**config.mk**
```make
export PLATFORM = sky130hd
export DESIGN_NAME = irrigation_timer_loader
export DESIGN_NICKNAME = d
export VERILOG_FILES = /design/src/rtl/irrigation_timer_loader.sv
export SDC_FILE = /design/constraint.sdc
export NUM_CORES = 1
export LEC_CHECK = 0
export CORE_MARGIN = 2
export CORE_UTILIZATION = 35
export CTS_CLUSTER_DIAMETER = 80
export CTS_CLUSTER_SIZE = 14
export DETAILED_ROUTE_END_ITERATION = 7
export PLACE_DENSITY = 0.59
export SLEW_MARGIN = 20
export SYNTH_ARGS = -nofsm -noshare
export SYNTH_HDL_FRONTEND = slang
export SYNTH_SLANG_ARGS = --single-unit
```
**constraint.sdc**
```tcl
create_clock -name clk -period 1.64 [get_ports clk]
set_input_delay 0.246 -clock clk [delete_from_list [all_inputs] [get_ports clk]]
set_output_delay 0.246 -clock clk [all_outputs]
set_load 0.01 [all_outputs]
```
**src/rtl/irrigation_timer_loader.sv**
```systemverilog
// irrigation_timer_loader: picks a watering duration, loads it into the BCD
// MM:SS countdown timer via per-bit preset/clear lines, then drives the valve
// and the timer's 1 Hz count clock while it runs, followed by a cooldown.
//
// state | meaning
// IDLE  | waiting for start pulse or auto soil-dry trigger
// LOAD  | preset/clear pattern for the captured duration held on the lines
// ARM   | lines released, waiting for the timer to report non-zero
// RUN   | valve open, sec_clk toggling, waiting for timer_zero
// HOLD  | cooldown of HOLDOFF_S seconds before the next cycle is accepted
// ABORT | all clear lines high to zero the timer after a stop
module irrigation_timer_loader #(
  parameter int CLK_HZ      = 50000000,
  parameter int SCAN_DIV    = 50000,
  parameter int LOAD_CYCLES = 4,
  parameter int HOLDOFF_S   = 10
) (
  input  logic       clk,
  input  logic       rst,
  input  logic       start,
  input  logic       stop,
  input  logic       soil_dry,
  input  logic       auto_en,
  input  logic [1:0] dur_sel,
  input  logic       timer_zero,
  output logic [3:0] preset_us,
  output logic [3:0] preset_ds,
  output logic [3:0] preset_um,
  output logic [3:0] preset_dm,
  output logic [3:0] clear_us,
  output logic [3:0] clear_ds,
  output logic [3:0] clear_um,
  output logic [3:0] clear_dm,
  output logic       sec_clk,
  output logic [1:0] seletor,
  output logic       valve,
  output logic       busy
);

  localparam int HALF = CLK_HZ / 2;
  localparam int PW   = $clog2(CLK_HZ);
  localparam int SW   = (SCAN_DIV > 1) ? $clog2(SCAN_DIV) : 1;
  localparam int HW   = (HOLDOFF_S > 1) ? $clog2(HOLDOFF_S) : 1;
  localparam int CW   = $clog2(LOAD_CYCLES + 8);

  typedef enum logic [2:0] {IDLE, LOAD, ARM, RUN, HOLD, ABORT} state_t;

  state_t state, state_next;

  logic start_m, start_s, start_d;
  logic stop_m, stop_s;
  logic soil_m, soil_s;
  logic tz_m, tz_s;
  logic start_p, trigger;

  logic [PW-1:0] pre;
  logic [HW-1:0] hold_cnt;
  logic [CW-1:0] step_cnt;
  logic [SW-1:0] scan_cnt;
  logic [15:0]   dig;      // {dm, um, ds, us} captured at trigger
  logic [15:0]   dig_sel;

  assign start_p = start_s & ~start_d;
  assign trigger = start_p | (auto_en & soil_s);
  assign busy    = (state != IDLE);
  assign valve   = (state == RUN);

  // BCD digits for each duration choice
  always_comb begin
    dig_sel = 16'h0030;
    case (dur_sel)
      2'b00: dig_sel = 16'h0030;
      2'b01: dig_sel = 16'h0100;
      2'b10: dig_sel = 16'h0500;
      2'b11: dig_sel = 16'h1000;
      default: dig_sel = 16'h0030;
    endcase
  end

  // Two-flop synchronisers plus the start edge detector delay flop
  always_ff @(posedge clk) begin
    if (rst) begin
      {start_m, start_s, start_d} <= 3'b000;
      {stop_m, stop_s}            <= 2'b00;
      {soil_m, soil_s}            <= 2'b00;
      {tz_m, tz_s}                <= 2'b00;
    end else begin
      start_m <= start;  start_s <= start_m;  start_d <= start_s;
      stop_m  <= stop;   stop_s  <= stop_m;
      soil_m  <= soil_dry; soil_s <= soil_m;
      tz_m    <= timer_zero; tz_s <= tz_m;
    end
  end

  // State register and duration capture
  always_ff @(posedge clk) begin
    if (rst) begin
      state <= IDLE;
      dig   <= 16'h0000;
    end else begin
      state <= state_next;
      if (state == IDLE && trigger) dig <= dig_sel;
    end
  end

  // Next-state logic; stop beats timer_zero beats trigger
  always_comb begin
    state_next = state;
    case (state)
      IDLE:  if (trigger) state_next = LOAD;
      LOAD: begin
        if (stop_s) state_next = ABORT;
        else if (step_cnt == CW'(LOAD_CYCLES - 1)) state_next = ARM;
      end
      ARM: begin
        if (stop_s) state_next = ABORT;
        else if (!tz_s) state_next = RUN;
        else if (step_cnt == CW'(7)) state_next = IDLE;
      end
      RUN: begin
        if (stop_s) state_next = ABORT;
        else if (tz_s) state_next = HOLD;
      end
      HOLD: begin
        if (hold_cnt == HW'(HOLDOFF_S - 1) && pre == PW'(CLK_HZ - 1))
          state_next = IDLE;
      end
      ABORT: if (step_cnt == CW'(LOAD_CYCLES - 1)) state_next = IDLE;
      default: state_next = IDLE;
    endcase
  end

  // Preset/clear lines: duration pattern in LOAD, all-clear in ABORT
  always_comb begin
    {preset_dm, preset_um, preset_ds, preset_us} = 16'h0000;
    {clear_dm, clear_um, clear_ds, clear_us}     = 16'h0000;
    if (state == LOAD) begin
      {preset_dm, preset_um, preset_ds, preset_us} = dig;
      {clear_dm, clear_um, clear_ds, clear_us}     = ~dig;
    end else if (state == ABORT) begin
      {clear_dm, clear_um, clear_ds, clear_us}     = 16'hFFFF;
    end
  end

  // Per-state cycle counter for LOAD, ARM and ABORT; restarts on every state change
  always_ff @(posedge clk) begin
    if (rst || state_next != state) step_cnt <= '0;
    else if (state == LOAD || state == ARM || state == ABORT) step_cnt <= step_cnt + 1'b1;
  end

  // Prescaler: half-second wrap in RUN, full-second wrap in HOLD
  always_ff @(posedge clk) begin
    if (rst || state_next != state) pre <= '0;
    else if (state == RUN) pre <= (pre == PW'(HALF - 1)) ? '0 : pre + 1'b1;
    else if (state == HOLD) pre <= (pre == PW'(CLK_HZ - 1)) ? '0 : pre + 1'b1;
    else pre <= '0;
  end

  // Cooldown seconds counter
  always_ff @(posedge clk) begin
    if (rst || state_next != state) hold_cnt <= '0;
    else if (state == HOLD && pre == PW'(CLK_HZ - 1)) hold_cnt <= hold_cnt + 1'b1;
  end

  // Count clock: toggles only while staying in RUN, forced low otherwise
  always_ff @(posedge clk) begin
    if (rst) sec_clk <= 1'b0;
    else if (state == RUN && state_next == RUN) begin
      if (pre == PW'(HALF - 1)) sec_clk <= ~sec_clk;
    end else sec_clk <= 1'b0;
  end

  // Free-running display digit selector
  always_ff @(posedge clk) begin
    if (rst) begin
      scan_cnt <= '0;
      seletor  <= 2'b00;
    end else if (scan_cnt == SW'(SCAN_DIV - 1)) begin
      scan_cnt <= '0;
      seletor  <= seletor + 2'b01;
    end else begin
      scan_cnt <= scan_cnt + 1'b1;
    end
  end

endmodule

```
==> results of run 1 <==
==> cell type report <==
class,instances,area (um2)
inverter,12,45.0
multi-input combinational,283,2010
fill,936,5000
clock inverter,6,70.1
timing repair buffer,115,872
sequential,69,1400
tap,133,166
clock buffer,10,128
==> what timing repair did <==
action	4_1_cts	5_1_grt
gates cloned	0	1
pin swaps	8	7
endpoints found under the setup margin	58	73
buffers inserted	2	3
resized for setup	83	36
==> registers in the layout, summed over array words and instances (netlist names), 2 cells and up <==
signal and cells:
seletor 2, step_cnt 4, state 3, hold_cnt 4
scan_cnt 16, pre 26, dig 4
==> how the worst max path moves through the flow <==
stage / start / endpoint / slack, ns / cells past startpoint
after floorplan: pre[6] / pre[6] / -0.09 / 6
after global placement: pre[25] / hold_cnt[3] / -0.12 / 7
after detailed placement: step_cnt[0] / step_cnt[0] / -0.15 / 7
after CTS: pre[7] / pre[10] / -0.09 / 7
after global routing: pre[7] / pre[25] / -0.16 / 7
final: pre[6] / pre[10] / -0.1 / 6
==> power breakdown <==
group / switching, mW / internal, mW / total (mW)
combinational: 0.215 / 0.217 / 0.431
sequential: 0.0242 / 1.71 / 1.73
clock: 0.680 / 0.716 / 1.40
total: 0.919 / 2.64 / 3.56
==> worst max-delay path, cell delays in order, from the launching register on <==
cell and delay (ns):
dfxtp_2 0.32, or4_4 0.54, nor4_4 0.17, a21oi_1 0.14, o211ai_4 0.19, buf_12 0.19
nor2_1 0.07
==> layer usage <==
| layer | global-route usage [%] | routed length (um) | part of all wire [%] |
|---|---|---|---|
| met5 | 0 | 0 | 0 |
| met1 | 17.8 | 3430 | 46 |
| met3 | 3.83 | 271 | 3.7 |
| met2 | 24.6 | 3610 | 49 |
| met4 | 4.25 | 95 | 1.3 |
==> cells in the final DEF (no fill, tap or decap), types with 13 or more instances in the layout <==
| cell type | Yosys | routed |
|---|---|---|
| xor2_1 | 25 | 25 |
| buf_4 | 23 | 73 |
| dfxtp_1 | 69 | 57 |
| nand4_1 | 13 | 13 |
| and3_1 | 15 | 14 |
| nor2_1 | 62 | 61 |
| xnor2_1 | 18 | 18 |
| clkbuf_2 | 1 | 17 |
| nand2_1 | 19 | 19 |
| nand3_1 | 19 | 18 |
==> logic make-up after synthesis <==
kind of cell | after synthesis | share of synthesized area [%]
compound gates | 30 | 5.80
xor+xnor | 43 | 10.9
fa+ha+maj | 8 | 2.90
buf+inv | 45 | 7.94
flops | 69 | 40.0
mux | 5 | 1.45
other cells | 1 | 0.109
simple gates | 186 | 30.8
==> impl_metrics.env, run 1 <==
export IMPL_violations="negative setup slack"
export IMPL_worst_slack_ns=-0.0976
export IMPL_cp_start_kind="register"
export IMPL_synthesis_area_mm2=0.00345
export IMPL_first_global_vias=2645
export IMPL_first_pass_iters=4
export IMPL_area_growth_pct=35.8
export IMPL_vias=2945
export IMPL_whs_ns=0.441
export IMPL_r2r_start="pre[6]"
export IMPL_min_from="stop_m"
export IMPL_ys_seq_area_share_pct=40.0
export IMPL_max_vdd_ir_drop_v=0.000485
export IMPL_io_buffers=34
export IMPL_ctsHoldBuffers=0
export IMPL_n_antenna_cell=0
export IMPL_timing_fmax_mhz=576
export IMPL_final_cell_area_mm2=0.00469
export IMPL_yosysTopAreaCellShare_pct=40.0
export IMPL_grt_start_max_net_pins=27
export IMPL_setup_tns_final_ns=-2.11
export IMPL_die_x_um=103
export IMPL_placed_cells=606
export IMPL_viasPerCell=4.69
export IMPL_ant_nets=0
export IMPL_ys_seq_elements=69
export IMPL_end_kind="register"
export IMPL_synthArstFlopShare_pct=0
export IMPL_arrival_ns=1.98
export IMPL_yosys_warnings=0
export IMPL_hold_viol=0
export IMPL_setup_violations_final=27
export IMPL_hp_class="register to register"
export IMPL_drive_above_1_share_pct=33.7
export IMPL_min_path_cells=1
export IMPL_dp_hpwl_um=5480
export IMPL_globalRouteTotalUtil_pct=14.4
export IMPL_cts_root_buf="clkbuf_8"
export IMPL_hold_end="stop_s"
export IMPL_grt_pass1_wl_um=12000
export IMPL_drv_slew=0
export IMPL_core_area_mm2=0.00968
export IMPL_std_cell_rows=36
export IMPL_initialDrtViolationCount=76
export IMPL_nets=507
export IMPL_wirelength_um=7410
export IMPL_clk_pin_slew_ns=0.07
export IMPL_wl_per_cell_um=11.8
export IMPL_htree_levels=3
export IMPL_remaining_drc_errors=0
export IMPL_io_pins=46
export IMPL_reg2reg_depth=6
export IMPL_rsz0062_at_grt="true"
export IMPL_worst_path_max_fanout=26
export IMPL_synthCells=387
export IMPL_clock_skew_ns=0.00793
export IMPL_die_area_mm2=0.0107
export IMPL_power_density_mw_per_mm2=760
export IMPL_r2r_end="pre[10]"
export IMPL_grt_overflow=0
export IMPL_cts_path_max_buffers=2
export IMPL_clk_latency_ns=0.35
export IMPL_min_period_over_period_pct=106
export IMPL_synth_edf_count=0
export IMPL_synthTopCellsByCount="dfxtp_1 (69), nor2_1 (62), xor2_1 (25), buf_4 (23)"
export IMPL_place_congestion=0.816
export IMPL_max_cap_violations=0
export IMPL_synth_most_common_cell="dfxtp_1"
export IMPL_clock_sinks=69
export IMPL_avgSynthCellArea_um2=8.91
export IMPL_fin_cells=628
export IMPL_ys_flop_type="dfxtp_1"
export IMPL_period_minus_slack_ns=1.74
export IMPL_die_h_um=103
export IMPL_total_leakage_power_nw=1.92
export IMPL_worstSetupPathType="register to register"
export IMPL_placed_cell_area_mm2=0.00437
export IMPL_outcome="finished, violations left"
export IMPL_cp_data_required_time_ns=1.88
export IMPL_cts_made_buffers=9
export IMPL_power_mw=3.56
export IMPL_ys_types=48
export IMPL_cts_tree="yes"
export IMPL_utilization_pct=48.4
export IMPL_reg2reg_slack_ns=-0.1
export IMPL_antenna_found_initial=0
export IMPL_synth_area_top_cells="dfxtp_1 (40%), nor2_1 (6.7%), xor2_1 (6.3%)"
export IMPL_pre_cts_ws_ns=-0.146
export IMPL_yosysTopAreaCell="dfxtp_1"
export IMPL_initial_core_util_pct=35.6
Note: power is estimated with default switching activity, not from simulation.
==> run 2, diff against run 1 <==
--- a/config.mk
+++ b/config.mk
@@ -5,11 +5,11 @@
 export SDC_FILE = /design/constraint.sdc
 export NUM_CORES = 1
 export LEC_CHECK = 0
-export CORE_MARGIN = 2
 export CORE_UTILIZATION = 35
 export CTS_CLUSTER_DIAMETER = 80
 export CTS_CLUSTER_SIZE = 14
 export DETAILED_ROUTE_END_ITERATION = 7
+export GPL_ROUTABILITY_DRIVEN = 0
 export PLACE_DENSITY = 0.59
 export SLEW_MARGIN = 20
 export SYNTH_ARGS = -nofsm -noshare
==> run 2 against run 1 <==
  * The run still ends with negative setup slack left
  * Register-to-register slack about the same
  * Fmax up 0.19%
  * Sequential cell count unchanged
  * Critical path depth unchanged
  * Die area down 3.8%
  * Final area down 0.21%
  * Via count down 1.3%
  * Clock-buffer cell count down 1
  * Power down 4.0%
  * Routed wire length down 0.62%
  * Combinational power about the same
  * Largest cell class unchanged
==> impl_metrics.env, run 2 (synthesis results as in run 1) <==
export IMPL_outcome="finished, violations left"
export IMPL_violations="negative setup slack"
export IMPL_ant_nets=0
export IMPL_std_cell_rows=35
export IMPL_die_h_um=101
export IMPL_io_pins=46
export IMPL_n_antenna_cell=0
export IMPL_setup_tns_final_ns=-1.58
export IMPL_clock_sinks=69
export IMPL_min_path_cells=1
export IMPL_cts_made_buffers=9
export IMPL_top_regs="pre: 26 flops, scan_cnt: 16 flops"
export IMPL_antenna_found_initial=0
export IMPL_htree_levels=3
export IMPL_total_leakage_power_nw=1.92
export IMPL_wirelength_um=7360
export IMPL_grt_overflow=0
export IMPL_power_density_mw_per_mm2=731
export IMPL_core_area_mm2=0.00937
export IMPL_wl_per_cell_um=11.9
export IMPL_end_kind="register"
export IMPL_nets=504
export IMPL_area_growth_pct=35.5
export IMPL_fin_cells=621
export IMPL_drive_above_1_share_pct=35.2
export IMPL_layout_commonest_cell="buf_4"
export IMPL_whs_ns=0.441
export IMPL_die_x_um=101
export IMPL_vias=2907
export IMPL_rsz0062_at_grt="true"
export IMPL_worst_path_max_fanout=3
export IMPL_cts_tree="yes"
export IMPL_die_area_mm2=0.0103
export IMPL_drv_slew=0
export IMPL_hold_end="start_s"
export IMPL_remaining_drc_errors=0
export IMPL_cp_start_kind="register"
export IMPL_final_cell_mix="buf_4 (70), nor2_1 (60), dfxtp_1 (55)"
export IMPL_max_cap_violations=0
export IMPL_max_vdd_ir_drop_v=0.000426
export IMPL_grt_start_max_net_pins=19
export IMPL_arrival_ns=2.01
export IMPL_reg2reg_slack_ns=-0.09
export IMPL_cp_data_required_time_ns=1.91
export IMPL_min_from="start_m"
export IMPL_cts_path_max_buffers=2
export IMPL_utilization_pct=49.9
export IMPL_hold_viol=0
export IMPL_worst_slack_ns=-0.0943
export IMPL_first_pass_iters=4
export IMPL_initialDrtViolationCount=153
export IMPL_cts_root_buf="clkbuf_8"
export IMPL_power_mw=3.42
export IMPL_final_cell_area_mm2=0.00468
export IMPL_timing_fmax_mhz=577
export IMPL_placed_cell_area_mm2=0.00432
export IMPL_r2r_start="pre[9]"
export IMPL_period_minus_slack_ns=1.73
export IMPL_ctsHoldBuffers=0
export IMPL_regMostFlops="pre"
export IMPL_setup_violations_final=28
export IMPL_globalRouteTotalUtil_pct=15.0
export IMPL_viasPerCell=4.68
export IMPL_io_buffers=34
export IMPL_min_period_over_period_pct=106
export IMPL_placed_cells=596
export IMPL_largest_register_ffs=26
export IMPL_pre_cts_ws_ns=-0.169
export IMPL_worstSetupPathType="register to register"
export IMPL_r2r_end="pre[22]"
export IMPL_hp_class="register to register"
export IMPL_grt_pass1_wl_um=12100
export IMPL_clk_latency_ns=0.34
export IMPL_first_global_vias=2733
export IMPL_reg2reg_depth=6
export IMPL_clock_skew_ns=0.0111
export IMPL_initial_core_util_pct=36.8
export IMPL_clk_pin_slew_ns=0.08
export IMPL_dp_hpwl_um=5400
==> run 2: worst max-delay path by stage <==
stage                            from  endpoint  slack, ns  depth (start not counted)
final                          pre[9]   pre[22]      -0.09                          6
after global routing           pre[9]   pre[22]      -0.19                          6
after CTS                      pre[7]   pre[25]      -0.08                          6
after detailed placement  step_cnt[0]    pre[3]      -0.17                          7
after global placement         pre[6]    pre[2]      -0.12                          6
after floorplan                pre[6]    pre[6]      -0.09                          6
==> run 2: layer usage <==
| metal | vias up | global-route usage [%] | wire length, um |
|---|---|---|---|
| met5 | - | 0 | 0 |
| met4 | 0 | 5.69 | 54 |
| met3 | 2 | 3.45 | 248 |
| met2 | 51 | 24.6 | 3500 |
| met1 | 1358 | 19.1 | 3560 |
| li1 | 1496 | - | - |
==> run 2: area by class of cell <==
cell class                 instances  area (um2)
clock inverter                     7        58.8
sequential                        69        1400
timing repair buffer             112         856
clock buffer                       9         124
fill                             917        4700
multi-input combinational        283        2030
inverter                          12        47.5
tap                              129         161
==> run 2: power breakdown <==
group	switching, mW	internal (mW)
combinational	0.216	0.215
clock	0.690	0.566
sequential	0.0226	1.71
total	0.929	2.49
==> run 2: timing repair <==
action	CTS	global route
pin swaps	3	21
setup endpoints to repair	58	52
buffers inserted	3	5
endpoints found under the hold margin	0	0
gates cloned	1	0
resized for setup	111	35
==> run 2: critical path: stages (launching register included) <==
cell,delay (ns)
dfxtp_1,0.40
buf_4,0.16
nand4_4,0.14
nor4_4,0.37
nand3_2,0.14
or3_1,0.31
a21oi_1,0.14
